[config.mk]
export PLATFORM = sky130hd
export DESIGN_NAME = sha3_state_serializer_48
export DESIGN_NICKNAME = d
export VERILOG_FILES = /design/src/rtl/sha3_pkg.sv /design/src/rtl/sha3_beat_counter.sv /design/src/rtl/sha3_state_serializer_48.sv
export SDC_FILE = /design/constraint.sdc
export NUM_CORES = 2
export LEC_CHECK = 0
export BUFFER_PORTS_ARGS = -buffer_cell sky130_fd_sc_hd__buf_2
export CORE_AREA = 2 2 662 664
export DETAILED_ROUTE_END_ITERATION = 10
export DIE_AREA = 0 0 664 666
export HOLD_SLACK_MARGIN = 0.03
export SLEW_MARGIN = 20
export SYNTH_ARGS = -nofsm -noshare
export SYNTH_HDL_FRONTEND = slang
export SYNTH_SLANG_ARGS = --single-unit
export TNS_END_PERCENT = 50
[constraint.sdc]
create_clock -name clk -period 91.9 [get_ports clk]
set_clock_uncertainty 0.05 [all_clocks]
set_input_delay 13.785 -clock clk [delete_from_list [all_inputs] [get_ports clk]]
set_output_delay 13.785 -clock clk [all_outputs]
set_load 0.05 [all_outputs]
[src/rtl/sha3_pkg.sv]
// Shared constants and types for the 48-bit SHA-3 slice datapath.
// Used by the state serializer and its matching deserializer.
package sha3_pkg;

    localparam int SLICE48_COUNT = 34;
    localparam int SLICE48_W     = 48;
    localparam int SLICE48_IDX_W = 6;
    localparam int SPARE_W       = 16;

    typedef logic [47:0] slice48_t;

    typedef enum logic {
        SER_IDLE,
        SER_SEND
    } ser_state_t;

endpackage

[src/rtl/sha3_beat_counter.sv]
// Beat index counter: clear, saturating increment, terminal flag at LIMIT-1.
// Shared between the serializer and the upstream deserializer.
module sha3_beat_counter
    import sha3_pkg::*;
#(
    parameter int LIMIT = SLICE48_COUNT
) (
    input  logic                     clk,
    input  logic                     rst,
    input  logic                     clr,
    input  logic                     inc,
    output logic [SLICE48_IDX_W-1:0] cnt,
    output logic                     term
);

    localparam logic [SLICE48_IDX_W-1:0] LAST = SLICE48_IDX_W'(LIMIT - 1);

    assign term = (cnt == LAST);

    // Holding at LAST keeps the index inside the populated store entries.
    always_ff @(posedge clk) begin
        if (rst || clr) begin
            cnt <= '0;
        end else if (inc && !term) begin
            cnt <= cnt + 1'b1;
        end
    end

endmodule

[src/rtl/sha3_state_serializer_48.sv]
// Captures a 34x48 state vector and streams OUT_BEATS beats with backpressure.
// Optional SHA3_SER48_BEAT_IDX_EN adds the obeat index port and a range check.
module sha3_state_serializer_48
    import sha3_pkg::*;
#(
    parameter int OUT_BEATS = SLICE48_COUNT
) (
    input  logic                 clk,
    input  logic                 rst,
    input  logic [SLICE48_W-1:0] ivector [SLICE48_COUNT],
    input  logic                 ivalid,
    output logic                 iready,
    output logic [SLICE48_W-1:0] odata,
    output logic                 ovalid,
    input  logic                 oready,
`ifdef SHA3_SER48_BEAT_IDX_EN
    output logic [5:0]           obeat,
`endif
    output logic                 olast
);

    if (OUT_BEATS < 1 || OUT_BEATS > SLICE48_COUNT) begin : g_bad_param
        $error("sha3_state_serializer_48: OUT_BEATS must be 1..34");
    end

    ser_state_t               state_q;
    ser_state_t               state_d;
    logic [SLICE48_W-1:0]     store [SLICE48_COUNT];
    logic [SLICE48_IDX_W-1:0] idx;
    logic                     term;
    logic                     capture;
    logic                     advance;

    assign capture = ivalid && iready;
    assign advance = ovalid && oready && !olast;

    sha3_beat_counter #(
        .LIMIT (OUT_BEATS)
    ) u_cnt (
        .clk  (clk),
        .rst  (rst),
        .clr  (capture),
        .inc  (advance),
        .cnt  (idx),
        .term (term)
    );

    always_comb begin
        state_d = state_q;
        iready  = 1'b0;
        ovalid  = 1'b0;
        olast   = 1'b0;
        odata   = '0;
        unique case (state_q)
            SER_IDLE: begin
                iready = 1'b1;
                if (ivalid) state_d = SER_SEND;
            end
            SER_SEND: begin
                ovalid = 1'b1;
                olast  = term;
                odata  = store[idx];
                // Last beat taken: accept the next vector in the same cycle.
                if (oready && term) begin
                    iready = 1'b1;
                    if (!ivalid) state_d = SER_IDLE;
                end
            end
            default: ;
        endcase
    end

    always_ff @(posedge clk) begin
        if (rst) begin
            state_q <= SER_IDLE;
        end else begin
            state_q <= state_d;
        end
    end

    always_ff @(posedge clk) begin
        if (capture) begin
            store <= ivector;
        end
    end

`ifdef SHA3_SER48_BEAT_IDX_EN
    localparam logic [SLICE48_IDX_W-1:0] LAST = SLICE48_IDX_W'(OUT_BEATS - 1);

    assign obeat = ovalid ? idx : '0;

    always_ff @(posedge clk) begin
        if (!rst) begin
            assert (idx <= LAST);
        end
    end
`endif

endmodule
==> metrics.md <==
| Metric | Value |
|---|---|
| Placed cell area | `just under 80000 µm²` |
| Final min period | `28.98 ns` |
| Detailed Route WL | `322000 µm` |
| H-tree depth | `4` |
| CTS Hold Bufs | `0` |
| Top cell type's share of synthesized area | `78.4%` |
| Share of cells above drive strength 1 | `between 50 and 60%` |
| Setup_tns | `0 ns` |
| Max_slew headroom | `5.27%` |
| Peak supply drop | `around 0.016 mV` |
| Syn Std Cell Area | `62500 µm²` |
| HP Start | `u_cnt.cnt[5]` |
| Kind of start point of the critical path | `primary input` |
| Yosys warning count | `0` |
| Worst-path cell chain | `buf_2 -> nand4_1 -> nand2_1 -> buf_2` |
| Worst Hold Class | `reg -> reg` |
| PortBufs | `1686` |
| Type of the worst setup path | `in -> out` |
| Num rows | `243` |
| Die area | `442000 µm²` |
| R2R cell count | `10` |
| CP endpoint kind | `output port` |
| # setup viols final | `0` |
| Gpl congestion | `0.910` |
| Initial Util | `14.3%` |
| Hold Path Cell Cnt | `2` |
| Critical Path AT | `15.14 ns` |
| Crit-path max FO | `2` |
| DRT Pass-1 Iters | `5` |
| Syn avg cell area | `22.0 µm²` |
| Post-DP HPWL | `around 260000 µm` |
| Final count of hold timing violations | `0` |
| Initial antenna violation count | `between 150 and 200` |
| Total clock buffers created by CTS | `189` |
| Synth Instances | `around 2800` |
| Required @ worst endpoint | `78.07 ns` |
| WHS | `between 0.5 and 0.6 ns` |
| Post-synth net total | `4477` |
| Vias in the first global route | `39300` |
| Ranking of synthesized cells by area | `edfxtp_1 (78%), mux4_2 (9.5%), mux2i_1 (5.0%)` |
| Yosys top cell by area | `edfxtp_1` |
| Storage cell area | `49200 µm²` |
| Reg clk slew, reported paths | `~0.060 ns` |
| Area occupied by multi-input gates | `12600 µm²` |
| # Post-CTS Setup Buffers | `0` |
| CP top delay family | `simple AND/OR/NAND/NOR gates` |
| Max Fclk | `34.5 MHz` |
| Power per cell area | `21.2 nW/µm²` |
| Hold EP | `u_cnt.cnt[5]` |
| Yosys cell types | `46` |
| Critical Path Slowest Stage Cell | `nand4_1` |
| Area grow syn2layout | `35.4%` |
| Max Cap Viol | `0` |
| CTS Sinks | `1639` |
| Io pins | `1687` |
| Resized cells post-CTS | `0` |
| Placed Cells | `slightly above 10000` |
| Total GRT Usage | `13.9%` |
| Static Leak | `28.9 nW` |
| Initial DRC Count | `4393` |
| DIE WIDTH | `664 µm` |
| Routed Antenna Nets | `0` |
| CTS tree | `yes` |
| Drt via density | `between 3 and 4` |
| Die H | `666 µm` |
| Slew Viols, Final | `0` |
| Routed len/inst | `30.3 µm` |
| CTS Buffer Depth | `4` |
| FF+latch count, synth | `1639` |
| Post-route DRC | `0` |
| Via count | `38700` |
| Finished Layout Cells | `10600` |
| Largest net degree at the start of global routing | `206` |
| Outcome | `finished, final reports clean` |
| Reg2reg setup slack | `around 84 ns` |
| Slowest stage delay, CP | `0.40 ns` |
| Total gr overflow | `0` |
| Critical R2R Capture | `store[856]` |
| Core ar. | `between 400000 and 500000 µm²` |
| Worst r2r src | `u_cnt.cnt[3]` |
| Nets | `6292` |
| Slew @ Worst Pin | `1.41 ns` |
| # fillers | `46600` |
| Period utilisation layout | `between 30% and 40%` |
| Share of the yosys chip area belonging to registers | `78.6%` |
| CP most frequent cell | `buf_2` |
| RSZ-0062 raised after global routing | `false` |
| Design area | `around 85000 µm²` |
| Clock latency on the worst-skew pair | `0.91 ns` |
| Root Driver | `clkbuf_16` |
| Finished Core Util | `19.4%` |
| Buffer and inverter count on the worst path | `2` |
| First-pass GRT wire length | `402000 µm` |
-- layout make-up --
cell class | count | area share [%]
Multi-Input combinational cell | 1028 | 14.9
Inverter | 3 | 0.0163
Timing Repair Buffer | 1793 | 11.0
Sequential cell | 1639 | 58.1
Tap cell | 5757 | 8.51
Antenna cell | 87 | 0.257
Clock inverter | 119 | 1.55
Clock buffer | 220 | 5.75
-- routing by layer --
layer	up-vias	routed length, µm	track usage (%)	share of wire, %
met5	-	623	0	0.19
met4	96	9500	4.28	2.9
met3	547	28500	4.29	8.8
met2	2397	167000	24.9	52
met1	19800	117000	15.6	36
li1	15900	-	-	-
-- kinds of logic (layout without fill, tap and decap cells) --
group	count (synthesis)	in the layout	synth area share, %
AO/OA/AOI/OAI	337	337	4.16
other	0	87	0
adder cells (fa/ha/maj)	2	2	0.0400
XOR/XNOR	5	5	0.0700
flip-flops	1639	1639	78.6
multiplexers	596	596	14.9
buffers and inverters	172	2135	1.60
AND/OR/NAND/NOR	88	88	0.684
-- how the worst max path moves through the flow --
| stage | start | endpoint | slack (ns) | cells past startpoint |
|---|---|---|---|---|
| CTS | oready | iready | 62.62 | 4 |
| global route | oready | iready | 62.75 | 4 |
| global placement | oready | iready | 62.59 | 4 |
| floorplan | oready | u_cnt.cnt[1] | 31.15 | 5 |
| detailed placement | oready | iready | 62.63 | 4 |
| finish | oready | iready | 62.92 | 4 |
-- layout by cell type, fill, tap and decap left out, types with 19 or more instances in the layout --
master / count
a21oi_1: 30
clkbuf_1: 30
mux4_2: 264
nand2_1: 23
clkinv_1: 36
bufinv_16: 20
o221ai_1: 42
clkinv_2: 21
mux2_2: 19
a22oi_1: 48
mux2i_1: 312
clkbuf_16: 190
o32ai_1: 28
buf_2: 1686
a22o_1: 27
o22ai_1: 46
nor2_1: 32
diode_2: 87
edfxtp_1: 1632
buf_4: 100
a211oi_1: 33
-- state kept, by name, summed over array words and instances, names as in the netlist --
| name | cells |
|---|---|
| store | 1632 |
| state_q | 1 |
| u_cnt.cnt | 6 |
-- report_power, final --
part | internal [mW] | switching, mW | total (mW)
Clock | 0.440 | 0.334 | 0.774
Combinational | 0.0519 | 0.0775 | 0.129
Sequential | 0.873 | 0.0160 | 0.889
Total | 1.36 | 0.428 | 1.79
-- cell usage after synthesis (all sizes together) --
cell type / count
and2: 3
a2111oi: 27
nor2b: 5
nand3: 3
o32ai: 28
a21oi: 35
xor2: 3
dfxtp: 7
mux2: 19
inv: 3
mux2i: 313
clkbuf: 55
nor2: 34
xnor2: 2
nand4: 4
a221o: 16
a211oi: 43
nand2: 23
edfxtp: 1632
o22ai: 47
a31oi: 2
buf: 114
and4: 1
nor3: 1
o221ai: 43
o21ai: 18
nand3b: 2
a22o: 27
ha: 2
o221a: 1
a21o: 1
and3: 2
a22oi: 48
o311ai: 1
mux4: 264
nand2b: 3
or3b: 1
or2: 2
or4: 4
-- through the flow --
step	total power, mW	setup WS (ns)
3_5_place_dp	1.04	62.63
3_3_place_gp	1.03	62.59
6_report	1.79	62.92
5_1_grt	1.85	62.75
2_1_floorplan	1.03	31.15
4_1_cts	1.82	62.62
-- worst register-to-register path, cell delays in order, from the launching register on --
cell and delay [ns]:
dfxtp_4 0.50, buf_4 0.41, nor2_4 0.84, buf_4 0.49, nand4_1 0.46, a21oi_4 0.31
buf_12 0.42, buf_4 1.13, buf_6 0.83, buf_4 0.91, buf_4 0.97
No activity file was read; power rests on OpenSTA's default activity.
